**config.mk**
```make
export PLATFORM = sky130hd
export DESIGN_NAME = srlz_frame_ctrl_flat
export DESIGN_NICKNAME = d
export VERILOG_FILES = /design/src/rtl/srlz_frame_ctrl_if.sv /design/src/rtl/srlz_frame_ctrl.sv /design/src/flat_wrapper.sv
export SDC_FILE = /design/constraint.sdc
export NUM_CORES = 1
export LEC_CHECK = 0
export ABC_AREA = 0
export BUFFER_PORTS_ARGS = -buffer_cell sky130_fd_sc_hd__clkbuf_2
export CORE_MARGIN = 2
export CORE_UTILIZATION = 45
export CTS_CLUSTER_SIZE = 40
export DETAILED_ROUTE_END_ITERATION = 8
export HOLD_SLACK_MARGIN = 0.03
export PLACE_DENSITY = 0.67
export SLEW_MARGIN = 40
export SYNTH_ARGS = -nofsm -noshare
export SYNTH_HDL_FRONTEND = slang
export SYNTH_SLANG_ARGS = --single-unit
```
**constraint.sdc**
```tcl
create_clock -name clk -period 2.4 [get_ports clk]
set_input_delay 0.36 -clock clk [delete_from_list [all_inputs] [get_ports clk]]
set_output_delay 0.36 -clock clk [all_outputs]
set_load 0.01 [all_outputs]
```
**src/rtl/srlz_frame_ctrl_if.sv**
```systemverilog
`default_nettype none
// ============================================================================
// Module      : srlz_frame_ctrl_if
// Description : Upstream word handshake (valid/ready/data) for srlz_frame_ctrl.
// Revision    : 1.0 - initial release
// ============================================================================
interface srlz_frame_ctrl_if #(
    parameter int DATA_WIDTH = 8
) ();
    logic                  in_valid;
    logic [DATA_WIDTH-1:0] in_data;
    logic                  in_ready;

    modport master (output in_valid, output in_data, input in_ready);
    modport slave  (input in_valid, input in_data, output in_ready);
endinterface
`default_nettype wire

```
**src/rtl/srlz_frame_ctrl.sv**
```systemverilog
`default_nettype none
// ============================================================================
// Module      : srlz_frame_ctrl
// Description : Frame sequencer for an external PISO: start, data (MSB first),
//               optional parity and stop bits on tx, paced by bit_tick.
// Revision    : 1.0 - initial release
// ============================================================================
module srlz_frame_ctrl #(
    parameter int DATA_WIDTH = 8,
    parameter int STOP_BITS  = 1,
    parameter bit PARITY_EN  = 1'b1,
    parameter bit PARITY_ODD = 1'b0
) (
    input  wire                   clk,
    input  wire                   rst_n,
    input  wire                   bit_tick,
    srlz_frame_ctrl_if.slave      up,
    output logic                  piso_load,
    output logic [DATA_WIDTH-1:0] piso_data,
    output logic                  piso_shift,
    input  wire                   piso_z,
    output logic                  tx,
    output logic                  busy,
    output logic                  frame_done
);
    localparam int                 c_CNT_W     = $clog2(DATA_WIDTH + 1);
    localparam logic [c_CNT_W-1:0] c_BIT_LAST  = c_CNT_W'(DATA_WIDTH);
    localparam logic [1:0]         c_STOP_LAST = 2'(STOP_BITS);

    localparam logic [2:0] c_ST_IDLE  = 3'd0;
    localparam logic [2:0] c_ST_ARM   = 3'd1;
    localparam logic [2:0] c_ST_START = 3'd2;
    localparam logic [2:0] c_ST_DATA  = 3'd3;
    localparam logic [2:0] c_ST_PAR   = 3'd4;
    localparam logic [2:0] c_ST_STOP  = 3'd5;

    logic [2:0]            r_state;
    logic [c_CNT_W-1:0]    r_bit_cnt;
    logic [1:0]            r_stop_cnt;
    logic                  r_tx;
    logic                  r_load;
    logic                  r_done;
    logic                  r_parity;
    logic [DATA_WIDTH-1:0] r_data;
    logic                  w_accept;
    logic                  w_data_more;

    // Handshake outputs are forced to their idle values while reset is held.
    assign up.in_ready  = !rst_n || (r_state == c_ST_IDLE);
    assign busy         = rst_n && (r_state != c_ST_IDLE);
    assign w_accept     = up.in_valid && up.in_ready;
    assign w_data_more  = (r_bit_cnt < c_BIT_LAST);
    assign piso_shift   = rst_n && bit_tick &&
                          ((r_state == c_ST_START) || ((r_state == c_ST_DATA) && w_data_more));

    assign piso_load    = r_load;
    assign piso_data    = r_data;
    assign tx           = r_tx;
    assign frame_done   = r_done;

    always_ff @(posedge clk) begin
        if (!rst_n) begin
            r_state    <= c_ST_IDLE;
            r_tx       <= 1'b1;
            r_load     <= 1'b0;
            r_data     <= '0;
            r_bit_cnt  <= '0;
            r_stop_cnt <= '0;
            r_done     <= 1'b0;
            r_parity   <= 1'b0;
        end else begin
            r_load <= 1'b0;
            r_done <= 1'b0;
            case (r_state)
                c_ST_IDLE: begin
                    if (w_accept) begin
                        r_data   <= up.in_data;
                        r_parity <= (^up.in_data) ^ PARITY_ODD;
                        r_load   <= 1'b1;
                        r_state  <= c_ST_ARM;
                    end
                end
                c_ST_ARM: begin
                    if (bit_tick) begin
                        r_tx    <= 1'b0;
                        r_state <= c_ST_START;
                    end
                end
                c_ST_START: begin
                    if (bit_tick) begin
                        r_tx      <= piso_z;
                        r_bit_cnt <= c_CNT_W'(1);
                        r_state   <= c_ST_DATA;
                    end
                end
                c_ST_DATA: begin
                    if (bit_tick) begin
                        if (w_data_more) begin
                            r_tx      <= piso_z;
                            r_bit_cnt <= r_bit_cnt + c_CNT_W'(1);
                        end else if (PARITY_EN) begin
                            r_tx    <= r_parity;
                            r_state <= c_ST_PAR;
                        end else begin
                            r_tx       <= 1'b1;
                            r_stop_cnt <= 2'd1;
                            r_state    <= c_ST_STOP;
                        end
                    end
                end
                c_ST_PAR: begin
                    if (bit_tick) begin
                        r_tx       <= 1'b1;
                        r_stop_cnt <= 2'd1;
                        r_state    <= c_ST_STOP;
                    end
                end
                c_ST_STOP: begin
                    if (bit_tick) begin
                        r_tx <= 1'b1;
                        if (r_stop_cnt < c_STOP_LAST) begin
                            r_stop_cnt <= r_stop_cnt + 2'd1;
                        end else begin
                            r_done  <= 1'b1;
                            r_state <= c_ST_IDLE;
                        end
                    end
                end
                default: begin
                    r_tx    <= 1'b1;
                    r_state <= c_ST_IDLE;
                end
            endcase
        end
    end
endmodule
`default_nettype wire

```
**src/flat_wrapper.sv**
```systemverilog
// flat-port wrapper written by rule: the top's interface ports become plain ports
module srlz_frame_ctrl_flat 
#(
    parameter int DATA_WIDTH = 8,
    parameter int STOP_BITS  = 1,
    parameter bit PARITY_EN  = 1'b1,
    parameter bit PARITY_ODD = 1'b0
)
  (clk, rst_n, bit_tick, piso_load, piso_data, piso_shift, piso_z, tx, busy, frame_done, up_in_valid, up_in_data, up_in_ready);
  srlz_frame_ctrl_if #(.DATA_WIDTH(DATA_WIDTH)) up_i ();
  input  wire clk;
  input  wire rst_n;
  input  wire bit_tick;
  output logic piso_load;
  output logic [DATA_WIDTH-1:0] piso_data;
  output logic piso_shift;
  input  wire piso_z;
  output logic tx;
  output logic busy;
  output logic frame_done;
  input wire logic [$bits(up_i.in_valid)-1:0] up_in_valid;
  input wire logic [$bits(up_i.in_data)-1:0] up_in_data;
  output wire logic [$bits(up_i.in_ready)-1:0] up_in_ready;
  assign up_i.in_valid = up_in_valid;
  assign up_i.in_data = up_in_data;
  assign up_in_ready = up_i.in_ready;
  srlz_frame_ctrl #(.DATA_WIDTH(DATA_WIDTH), .STOP_BITS(STOP_BITS), .PARITY_EN(PARITY_EN), .PARITY_ODD(PARITY_ODD)) u_core (.clk(clk), .rst_n(rst_n), .bit_tick(bit_tick), .up(up_i), .piso_load(piso_load), .piso_data(piso_data), .piso_shift(piso_shift), .piso_z(piso_z), .tx(tx), .busy(busy), .frame_done(frame_done));
endmodule
```
* Word level (Yosys, flattened, before mapping)
Index checks and enable logic that the tools add are counted.
** Storage, ports and cells
- Register bits after elaboration :: 21
- Latch bits :: 0
- Memory bits (writable) :: 0
- ROM bits :: 0
- Output and inout bits :: 14
- Word-level logic and storage cells :: 75
- Memories kept :: 0
** Cells by class
- $add $sub $neg :: 2
- $mul :: 0
- Div/mod/pow operators :: 0
- Magnitude comparators :: 2
- Eq/ne operators :: 16
- Shift-type cells :: 0
- Muxes and demuxes :: 25
- Bitwise gates (word level) :: 1
- Reductions and logical operators :: 21
** Operators by type and width (count)
- $mux W3 :: 8
- $pmux W3 S6 :: 1
- $ne A2 B2 Y1 const B :: 7
- $mux W4 :: 3
- $ne A2 B1 Y1 const B :: 4
- $pmux W4 S2 :: 1
- $reduce_and A4 Y1 :: 2
- $reduce_and A8 Y1 :: 1
- $reduce_xor A8 Y1 :: 1
- $mux W1 :: 7
- $eq A3 B2 Y1 const B :: 2
- $eq A3 B3 Y1 const B :: 2
- $mux W2 :: 3
- $logic_and A1 B1 Y1 :: 5
- $pmux W1 S5 :: 1
- $reduce_and A5 Y1 :: 1
- $add A4 B1 Y4 const B :: 1
- $lt A4 B4 Y1 const B :: 1
- $pmux W2 S2 :: 1
- $reduce_and A2 Y1 :: 2
- $reduce_bool A2 Y1 :: 2
- $eq A3 B1 Y1 const B :: 1
- $logic_not A3 Y1 :: 1
- $reduce_and A3 Y1 :: 1
- 7 further kinds :: 8

* Logic depth before layout (Yosys ltp)
Gate-level depths: netlist of the first run.
- Depth after elaboration :: 5
- Depth in mapped cells :: 6

* Worst setup path after synthesis of the first run
No wires, ideal clock.
- Path kind :: flip-flop to output port
- Start point :: register u_core.r_state[1]
- End point :: output busy
- Arrival time :: 1.056 ns
- Setup slack :: 0.984 ns
- Stages on the path, launching flop included :: 4
- Path buffers :: 1
- Cells stage by stage :: dfxtp_1 > buf_4 > o31ai_1 > inv_1
** Between the ends
- Cells in the longest elaborated chain, start to end :: 2
** Ends and longest elaborated chain
- start: declaration :: RTL line srlz_frame_ctrl.sv:37 : logic [2:0] r_state;
- start signal: assignment :: RTL line srlz_frame_ctrl.sv:63 : r_state <= c_ST_IDLE;
- start signal: assignment :: RTL line srlz_frame_ctrl.sv:80 : r_state <= c_ST_ARM;
- start signal: assignment :: RTL line srlz_frame_ctrl.sv:86 : r_state <= c_ST_START;
- $reduce_bool A3 Y1 :: RTL line srlz_frame_ctrl.sv:50 : assign busy = rst_n && (r_state != c_ST_IDLE);
- $logic_and A1 B1 Y1 :: RTL line srlz_frame_ctrl.sv:50
- end: declaration :: RTL line flat_wrapper.sv:19 : output logic busy;
No other way between the ends.

* Worst setup path in the final report of the first run
- Start point :: register u_core.r_state[1]
- End point :: output piso_shift
** Between the ends
- Cells in the longest elaborated chain, start to end :: 4
- Elaborated cells on any way between the ends :: 5
** Ends and longest elaborated chain
- $eq A3 B2 Y1 :: RTL line srlz_frame_ctrl.sv:54 : ((r_state == c_ST_START) || ((r_state == c_ST_DATA) && w_data_more));
- $logic_and A1 B1 Y1 :: RTL line srlz_frame_ctrl.sv:54
- $logic_or A1 B1 Y1 (*) :: RTL line srlz_frame_ctrl.sv:54
- $logic_and A1 B1 Y1 (*) :: RTL line srlz_frame_ctrl.sv:53 : assign piso_shift = rst_n && bit_tick &&
- end: declaration :: RTL line flat_wrapper.sv:16 : output logic piso_shift;
Mark *: on every way between the ends. The rest lies on a longest branch, timed or not.

==> reports/metrics.cfg, run 1 <==
[outcome]
run_status = finished clean

[cts]
cts_root_buffer = clkbuf_4
cts_inserted_buffers = 3
post-cts-setup-buffers = 0
clock_tree.htree_level_count = 1
cts_resized = 0
ctsHoldBuffers = 0
clk_pin_slew_ps = 120
clockBufferDepth = 2
cts_tree = yes
clk-insertion-delay-late_ps = 300
clock_sinks = 21

[global_route]
grt_first_pass_wirelength_um = 3270
grt_start_max_net_pins = 17
antenna_found_initial = 0
grt.total_usage_pct = 16.4
gr-total-overflow = 0
first_global_vias = 783

[timing]
grt_setup_unrepaired = no
slew_headroom_pct = 67.2
period_needed_ps = 2040
setup_tns_ps = 0
final_skew_ps = 5.22
slew_viol_final = 0
setup_slack_ps = 365
finalHoldViolations = 0
transition_time_of_the_tightest_slew_check_pin_ps = 491
finalSetupViolCount = 0
fmax_mhz = 491
finalCritPeriodShare_pct = 84.8

[floorplanning]
std_cell_rows = 17
die_height_um = 51.3
die_area_mm2 = 0.00263
initial_cell_density_of_the_core_pct = 46.4
die_width_um = 51.3
design.portCount = 27
fp.coreArea_mm2 = 0.00217

[run]
max_cap_viols = 0

[synthesis]
synth_ff_type = dfxtp_1
mappedNetlistNets = 138
netlist_instances = 123
netlist-cell-type-count = 30
post_synthesis_sequential_area_ratio_pct = 41.7
synthesis.area_per_instance_um2 = 8.19
edff_count_synth = 0
synth-async-reset-ratio_pct = 0
synth_warnings = 0
synth.ff_latch_count = 21
syn_area_mm2 = 0.00101

[power_and_ir_drop]
ir_worst_vdd_mv = 0.329
power_density_mw_per_mm2 = 576
cellLeakagePower_nw = 0.491
p_total_mw = 0.668

[placement]
post-place-ws_ps = 708
buffer_ports.inserted = 26
gp_routability_congestion = 0.782
dpl.hpwl_um = 1480

[worst_setup_path]
endpoint_kind = output port
crit_type = reg -> out
worstPathArrival_ps = 1680
critPathRequiredTime_ps = 2040
critical_path_peak_fanout = 14
worst_setup_path_start_kind = flop

[routing]
wl_per_cell_um = 11.3
firstDrtPassIters = 4
vias_per_cell = 5.07
detail_route.wirelength_um = 1990
route.vias.total = 888
antenna_violating_nets_post_route = 0
drcViolationCount = 0
detailedRoute.firstIterationViolations = 13

[final_layout]
diodes = 0
post_route_cells_drive_above_1_share_pct = 21.8
filler_cell_count = 222
area_added_between_synthesis_and_finish_pct = 15.2
final_net_count = 163

[worst_hold_path]
hold_path.class = in -> reg

Yosys cell counts, types with 3 or more instances:
cell      instances  share of area [%]
dfxtp_1          21                 42
nand2_1          19                7.1
a21oi_1          17                8.4
nor2_1           10                3.7
inv_1             8                3.0
xnor2_1           8                7.0
o21ai_0           4                2.0
and3_1            3                1.9
nand2b_1          3                1.9
nand3_1           3                1.5
cell usage in the layout, fill, tap and decap left out, drive strengths merged, types with 3 or more instances in the layout:
cell	n
and3	3
dfxtp	21
a21oi	17
clkbuf	29
nor2	10
nand2	19
nand2b	3
nand3	3
xnor2	8
o21ai	4
inv	8
metal layers:
metal	part of all wire [%]	GRT usage (%)	vias up
li1	-	-	466
met5	0	0	-
met1	46	21.9	409
met3	3.0	2.63	2
met4	0.70	7.89	0
met2	51	25.8	11
state kept, by name (all words and copies together) (netlist names):
register	count
u_core.r_stop_cnt	2
u_core.r_state	3
u_core.piso_data	8
u_core.r_parity	1
u_core.piso_load	1
u_core.tx	1
u_core.frame_done	1
u_core.r_bit_cnt	4
kinds of logic after synthesis:
logic type,Yosys count,synth area share [%]
simple gates,47,22.7
flops,21,41.7
fa+ha+maj,2,2.48
buf+inv,14,6.96
xor+xnor,8,6.96
compound gates,31,19.1
path summary, 6_finish.rpt:
path,slack (ps),end,startpoint,depth (start not counted)
worst max-delay path,360,piso_shift,u_core.r_state[1],4
worst min-delay path,290,u_core.piso_data[6],up_in_data[6],3
worst max register to register,950,u_core.r_bit_cnt[0],u_core.r_state[1],4
worst min register to register,460,u_core.piso_data[5],u_core.piso_data[5],2
where the power goes:
group,total [mW],switching [mW],internal (mW)
clock,0.168,0.106,0.0621
combinational,0.115,0.0634,0.0515
sequential,0.385,0.0179,0.367
total,0.668,0.187,0.480
worst max-delay path, cell delays in order (launching register included):
cell and delay (ps):
dfxtp_1 600, nand3b_2 150, a21oi_1 320, and2_1 180
clkbuf_2 120
metrics by stage:
stage / area (um2) / utilization, % / hold WS [ps] / instances
2_1_floorplan: 1010 / - / 436 / 123
3_3_place_gp: 1130 / 52.2 / 441 / 171
3_5_place_dp: 1130 / 52.2 / 452 / 171
4_1_cts: 1160 / 53.5 / 277 / 175
5_1_grt: 1160 / 53.5 / 283 / 175
6_report: 1160 / 53.5 / 286 / 175
final cells by class:
class | instances | area [um2] | area share [%]
Clock buffer | 3 | 22.5 | 1.94
Inverter | 8 | 30.0 | 2.59
Clock inverter | 1 | 5.00 | 0.432
Timing Repair Buffer | 26 | 130 | 11.2
Sequential cell | 21 | 420 | 36.2
Tap cell | 28 | 35.0 | 3.02
Multi-Input combinational cell | 88 | 517 | 44.6
Note: power is estimated with default switching activity, not from simulation.
==> run 2, diff against run 1 <==
==> constraint.sdc (replaced) <==
create_clock -name clk -period 1.9 [get_ports clk]
set_input_delay 0.285 -clock clk [delete_from_list [all_inputs] [get_ports clk]]
set_output_delay 0.285 -clock clk [all_outputs]
set_load 0.01 [all_outputs]
==> run 2 against run 1 <==
Compared with the run above:
- worst setup slack got worse by 210 ps
- sequential share of layout area decreased by 0.13 points
- non-clock buffer count increased by 1
- clock skew decreased by 1.4 ps
- count of clock-buffer cells in the layout increased by 1
==> reports/metrics.cfg, run 2 (synthesis gave the netlist of run 1 again) <==
[timing]
period_needed_ps = 1740
setup_tns_ps = 0  ; unchanged
fmax_mhz = 574
final_skew_ps = 3.81  ; -1.42 ps
hold_ws_ps = 213  ; -73.3 ps
finalHoldViolations = 0  ; unchanged
finalCritPeriodShare_pct = 91.7
grt_setup_unrepaired = no
finalSetupViolCount = 0  ; unchanged
slew_viol_final = 0  ; unchanged
transition_time_of_the_tightest_slew_check_pin_ps = 480  ; -11.3 ps
slew_headroom_pct = 68.0  ; +0.75 points
setup_slack_ps = 157  ; -208 ps

[worst_hold_path]
hold_path.class = in -> reg
worst_hold_startpoint = up_in_data[6]

[worst_setup_path]
setup.reg_to_reg.worst_slack_ps = 510  ; -440 ps
critPathRequiredTime_ps = 1620  ; -420 ps
worstPathArrival_ps = 1460  ; -220 ps
crit_type = reg -> out
endpoint_kind = output port
worst_setup_path_start_kind = flop
setup.worst_path.start = u_core.r_state[2]
regToRegStartpoint = u_core.r_state[0]
critical_path_peak_fanout = 13  ; -1

[cts]
clockBufferDepth = 2  ; unchanged
clock_tree.htree_level_count = 1  ; unchanged
clock_sinks = 21  ; unchanged
cts_tree = yes
clk_pin_slew_ps = 110  ; about the same
cts_root_buffer = clkbuf_4
cts_inserted_buffers = 3  ; unchanged
post-cts-setup-buffers = 0  ; unchanged
ctsHoldBuffers = 0  ; unchanged
clk-insertion-delay-late_ps = 300  ; about the same

[final_layout]
largest_register_ff_count = 8  ; unchanged
post_route_cells_drive_above_1_share_pct = 22.3  ; +0.53 points
final_net_count = 164  ; +0.61%
diodes = 0  ; unchanged
final_cells = 176  ; +0.57%
area_added_between_synthesis_and_finish_pct = 15.9
final_common_cell = clkbuf_2
mostFrequentLayoutCells = 26 x clkbuf_2, 20 x dfxtp_1, 19 x nand2_1
layout.cell_area.non_filler_mm2 = 0.00117  ; +0.65%

[routing]
firstDrtPassIters = 4  ; unchanged
route.vias.total = 899  ; +1.2%
vias_per_cell = 5.11  ; +0.66%
detailedRoute.firstIterationViolations = 18  ; +5
antenna_violating_nets_post_route = 0  ; unchanged
detail_route.wirelength_um = 1920  ; -3.1%
drcViolationCount = 0  ; unchanged
wl_per_cell_um = 10.9  ; -3.7%

[global_route]
first_global_vias = 791  ; +1.0%
grt_first_pass_wirelength_um = 3230  ; -1.3%
antenna_found_initial = 0  ; unchanged
gr-total-overflow = 0  ; unchanged
grt.total_usage_pct = 16.6  ; +0.21 points
grt_start_max_net_pins = 17  ; unchanged

[run]
max_cap_viols = 0  ; unchanged

[placement]
buffer_ports.inserted = 26  ; unchanged
post-place-ws_ps = 460  ; -248 ps
dpl.hpwl_um = 1430  ; -3.2%
gp_routability_congestion = 0.772  ; -1.3%
post_dp_cell_area_mm2 = 0.00114  ; +0.66%
post-place-cells = 172  ; +0.58%

[floorplanning]
die_height_um = 51.3  ; unchanged
std_cell_rows = 17  ; unchanged
design.portCount = 27  ; unchanged
initial_cell_density_of_the_core_pct = 46.4  ; unchanged
die_width_um = 51.3  ; unchanged
die_area_mm2 = 0.00263  ; unchanged
fp.coreArea_mm2 = 0.00217  ; unchanged

[outcome]
run_status = finished clean

[power_and_ir_drop]
ir_worst_vdd_mv = 0.527  ; +61%
power_density_mw_per_mm2 = 719  ; +25%
cellLeakagePower_nw = 0.494  ; +0.62%

run 2: power by group:
group / total [mW] / switching [mW] / internal [mW]
logic: 0.144 / 0.0781 / 0.0660
clock network: 0.211 / 0.129 / 0.0820
registers: 0.485 / 0.0219 / 0.463
total: 0.840 / 0.229 / 0.611
run 2: layout make-up:
cell class | count | area (um2)
Fill cell | 220 | 1000
Clock buffer | 4 | 26.3
Tap cell | 28 | 35.0
Inverter | 8 | 30.0
Sequential cell | 21 | 422
Timing Repair Buffer | 27 | 138
Multi-Input combinational cell | 88 | 517
run 2: worst paths after layout:
path,to,cells after the start
min,u_core.piso_data[6],3
max reg2reg,u_core.r_parity,4
max,piso_shift,4
min reg2reg,u_core.piso_data[4],2
run 2: worst max-delay path, stage by stage, from the launching register on:
cell and delay [ps]:
dfxtp_1 450, nand3b_2 280, a21oi_1 150, and2_1 150
clkbuf_2 120
run 2: what timing repair did:
item                                    CTS  global route
endpoints found under the setup margin    0             1
resized for setup                         0             1
endpoints found under the hold margin     0             0
run 2: metal layers:
metal,share of wire [%],GRT usage [%],up-vias
li1,-,-,471
met1,45,19.1,411
met2,49,28.6,12
met3,3.9,6.14,5
met4,1.4,5.26,0
met5,0,0,-
run 2: through the flow:
stage | utilization, % | power [mW]
6_report | 53.8 | 0.840
2_1_floorplan | - | 0.596
4_1_cts | 53.7 | 0.853
3_3_place_gp | 52.5 | 0.638
3_5_place_dp | 52.5 | 0.641
5_1_grt | 53.8 | 0.895
==> run 3, diff against run 2 <==
--- a/config.mk
+++ b/config.mk
@@ -7,12 +7,15 @@
 export LEC_CHECK = 0
 export ABC_AREA = 0
 export BUFFER_PORTS_ARGS = -buffer_cell sky130_fd_sc_hd__clkbuf_2
+export CELL_PAD_IN_SITES_DETAIL_PLACEMENT = 0
+export CELL_PAD_IN_SITES_GLOBAL_PLACEMENT = 1
+export CORE_ASPECT_RATIO = 0.5
 export CORE_MARGIN = 2
-export CORE_UTILIZATION = 45
+export CORE_UTILIZATION = 36
 export CTS_CLUSTER_SIZE = 40
 export DETAILED_ROUTE_END_ITERATION = 8
 export HOLD_SLACK_MARGIN = 0.03
-export PLACE_DENSITY = 0.67
+export PLACE_DENSITY = 0.73
 export SLEW_MARGIN = 40
 export SYNTH_ARGS = -nofsm -noshare
 export SYNTH_HDL_FRONTEND = slang
==> run 3 against run 2 <==
Compared with the run above:
- maximum frequency is essentially flat
- count of clock-buffer cells in the layout shrank 1
- clock skew shrank 1.9 ps
- die area grew 24%
- worst hold slack gained 48 ps
- worst setup slack gained 1.1 ps
- sequential power is essentially flat
- register-to-register slack lost 40 ps
- final cell count grew 5.1%
- core utilization shrank 8.0 points
- critical path type unchanged
- largest cell class unchanged
- largest power group unchanged
==> reports/metrics.cfg, run 3 (synthesis gave the netlist of run 1 again) <==
[routing]
detail_route.wirelength_um = 2120  ; +10%
detailedRoute.firstIterationViolations = 35  ; +17
vias_per_cell = 4.68  ; -8.4%
antenna_violating_nets_post_route = 0  ; unchanged
wl_per_cell_um = 11.4  ; +4.7%
firstDrtPassIters = 3  ; -1
route.vias.total = 866  ; -3.7%
drcViolationCount = 0  ; unchanged

[worst_setup_path]
critPathTopFamily = flip-flops
critical_path_buf_inv_count = 1  ; unchanged
worst_setup_path_start_kind = flop
worstPathArrival_ps = 1460  ; about the same
rr_endpoint = u_core.r_parity
endpoint_kind = output port
critical_path_peak_fanout = 14  ; +1
critical_path.cell_chain = nand3b_2, a21oi_1, and2_1, clkbuf_2
setup.reg_to_reg.worst_slack_ps = 470  ; -40 ps
critPathMaxStageDelay_ps = 610  ; +160 ps
critical-path-slowest-cell = dfxtp_1
crit_type = reg -> out
r2r.worst_path.cells = 4  ; unchanged
regToRegStartpoint = u_core.r_state[0]
critPathRequiredTime_ps = 1620  ; about the same

[global_route]
globalRoute.busiestLayer = met1
use_met3_pct = 5.65  ; -0.49 points
met2_routing_resource_usage_after_global_routing_pct = 18.8  ; -9.8 points
grt.total_usage_pct = 14.1  ; -2.5 points
first_global_vias = 803  ; +1.5%
grt_first_pass_wirelength_um = 3640  ; +13%
grt_start_max_net_pins = 17  ; unchanged
antenna_found_initial = 0  ; unchanged
met1_layer_usage_reported_by_global_route_pct = 20.6  ; +1.6 points
gr-total-overflow = 0  ; unchanged

[placement]
gp_routability_congestion = 0.729  ; -5.6%
dpl.hpwl_um = 1520  ; +6.2%
buffer_ports.inserted = 26  ; unchanged

[cts]
cts_tree = yes
clockBufferDepth = 2  ; unchanged
cts_inserted_buffers = 3  ; unchanged
cts_resized = 0  ; unchanged
cts_root_buffer = clkbuf_8
clk-insertion-delay-late_ps = 260  ; -40 ps
clock_tree.htree_level_count = 1  ; unchanged
clock_sinks = 21  ; unchanged
ctsHoldBuffers = 0  ; unchanged
clk_pin_slew_ps = 80  ; -30 ps
post-cts-setup-buffers = 0  ; unchanged

[timing]
setup_tns_ps = 0  ; unchanged
finalHoldViolations = 0  ; unchanged
finalSetupViolCount = 0  ; unchanged
final_skew_ps = 1.91  ; -1.90 ps
fmax_mhz = 574  ; about the same
finalCritPeriodShare_pct = 91.7  ; about the same
grt_setup_unrepaired = no
slew_viol_final = 0  ; unchanged
transition_time_of_the_tightest_slew_check_pin_ps = 516  ; +35.9 ps
slew_headroom_pct = 65.6  ; -2.4 points
period_needed_ps = 1740  ; -1.07 ps

[power_and_ir_drop]
p_sw_share_pct = 27.3  ; +0.14 points
internal_power_mw = 0.677  ; +11%
seqPwrFrac_pct = 52.3  ; -5.5 points
cellLeakagePower_nw = 0.500  ; +1.3%
combinationalPowerShare_pct = 15.6  ; -1.6 points
power_density_mw_per_mm2 = 777  ; +7.9%
p_clk_share_pct = 32.1  ; +7.0 points
switching_power_mw = 0.255  ; +11%
ir_worst_vdd_mv = 0.367  ; -30%

[floorplanning]
fp.coreArea_mm2 = 0.00262  ; +21%
design.portCount = 27  ; unchanged
std_cell_rows = 13  ; -4
die_height_um = 41.4  ; -19%
die_width_um = 78.8  ; +54%
initial_cell_density_of_the_core_pct = 38.5  ; -8.0 points
die_area_mm2 = 0.00326  ; +24%

[final_layout]
area_added_between_synthesis_and_finish_pct = 19.1
fin_util_pct = 45.8  ; -8.0 points
post_route_cells_drive_above_1_share_pct = 22.3  ; unchanged
filler_cell_count = 284  ; +29%
diodes = 0  ; unchanged
mostFrequentLayoutCells = 26 x clkbuf_2, 21 x dfxtp_1, 19 x nand2_1
final_net_count = 164  ; unchanged
largest_register_ff_count = 8  ; unchanged
final_common_cell = clkbuf_2

[worst_hold_path]
hold_path.class = in -> reg
hold_path_depth = 3  ; unchanged
worst_hold_startpoint = up_in_data[1]
hold_end = u_core.piso_data[1]

[run]
max_cap_viols = 0  ; unchanged

[outcome]
run_status = finished clean

==> run 3: cell count changes in the layout (fill, tap and decap cells not counted) <==
cell	previous run	this run
dfxtp_2	1	0
clkbuf_1	1	0
clkbuf_8	0	3
clkinvlp_4	0	1
dfxtp_1	20	21
clkbuf_4	3	0
==> run 3: per-stage QoR <==
stage	cell area [um2]	total power [mW]	worst slack [ps]	hold WS, ps	cells
after floorplan	1010	0.596	559	361	123
after global placement	1150	0.643	460	446	181
after detailed placement	1150	0.644	464	449	181
after CTS	1200	0.947	164	256	185
after global routing	1200	0.986	37.0	253	185
final	1200	0.932	158	261	185
==> run 3: worst min-delay path, delay by kind of cell <==
family                 cells  cell delay [ps]
AND/OR/NAND/NOR            1               50
AO/OA/AOI/OAI              1               50
buffers and inverters      1              100
==> run 3: worst max-delay path by stage <==
| stage | cells past startpoint | slack (ps) | to | from |
|---|---|---|---|---|
| 3_3_place_gp | 4 | 460 | piso_shift | u_core.r_state[1] |
| 6_report | 4 | 160 | piso_shift | u_core.r_state[1] |
| 4_1_cts | 4 | 160 | piso_shift | u_core.r_state[1] |
| 5_1_grt | 4 | 40 | piso_shift | u_core.r_state[1] |
| 3_5_place_dp | 4 | 460 | piso_shift | u_core.r_state[1] |
| 2_1_floorplan | 3 | 560 | busy | u_core.r_state[1] |
==> run 3: layer usage <==
layer  wire (um)  up-vias
met3         146        0
met1        1140      370
met5           0        -
met4           0        0
li1            -      472
met2         828       24
==> run 3: power by group through the flow <==
stage / Combinational [mW] / Clock [mW] / Sequential [mW]
after floorplan: 0.103 / 0 / 0.493
after global placement: 0.147 / 0 / 0.496
after detailed placement: 0.147 / 0 / 0.497
after CTS: 0.148 / 0.312 / 0.487
after global routing: 0.166 / 0.329 / 0.491
final: 0.146 / 0.299 / 0.487
==> run 3: final cells by class <==
class                           instances  area, um2  area share [%]
Clock buffer                            3       41.3            3.44
Clock inverter                          1       7.51           0.626
Inverter                                8       30.0            2.50
Multi-Input combinational cell         88        517            43.1
Sequential cell                        21        420            35.0
Tap cell                               37       46.3            3.86
Timing Repair Buffer                   27        138            11.5
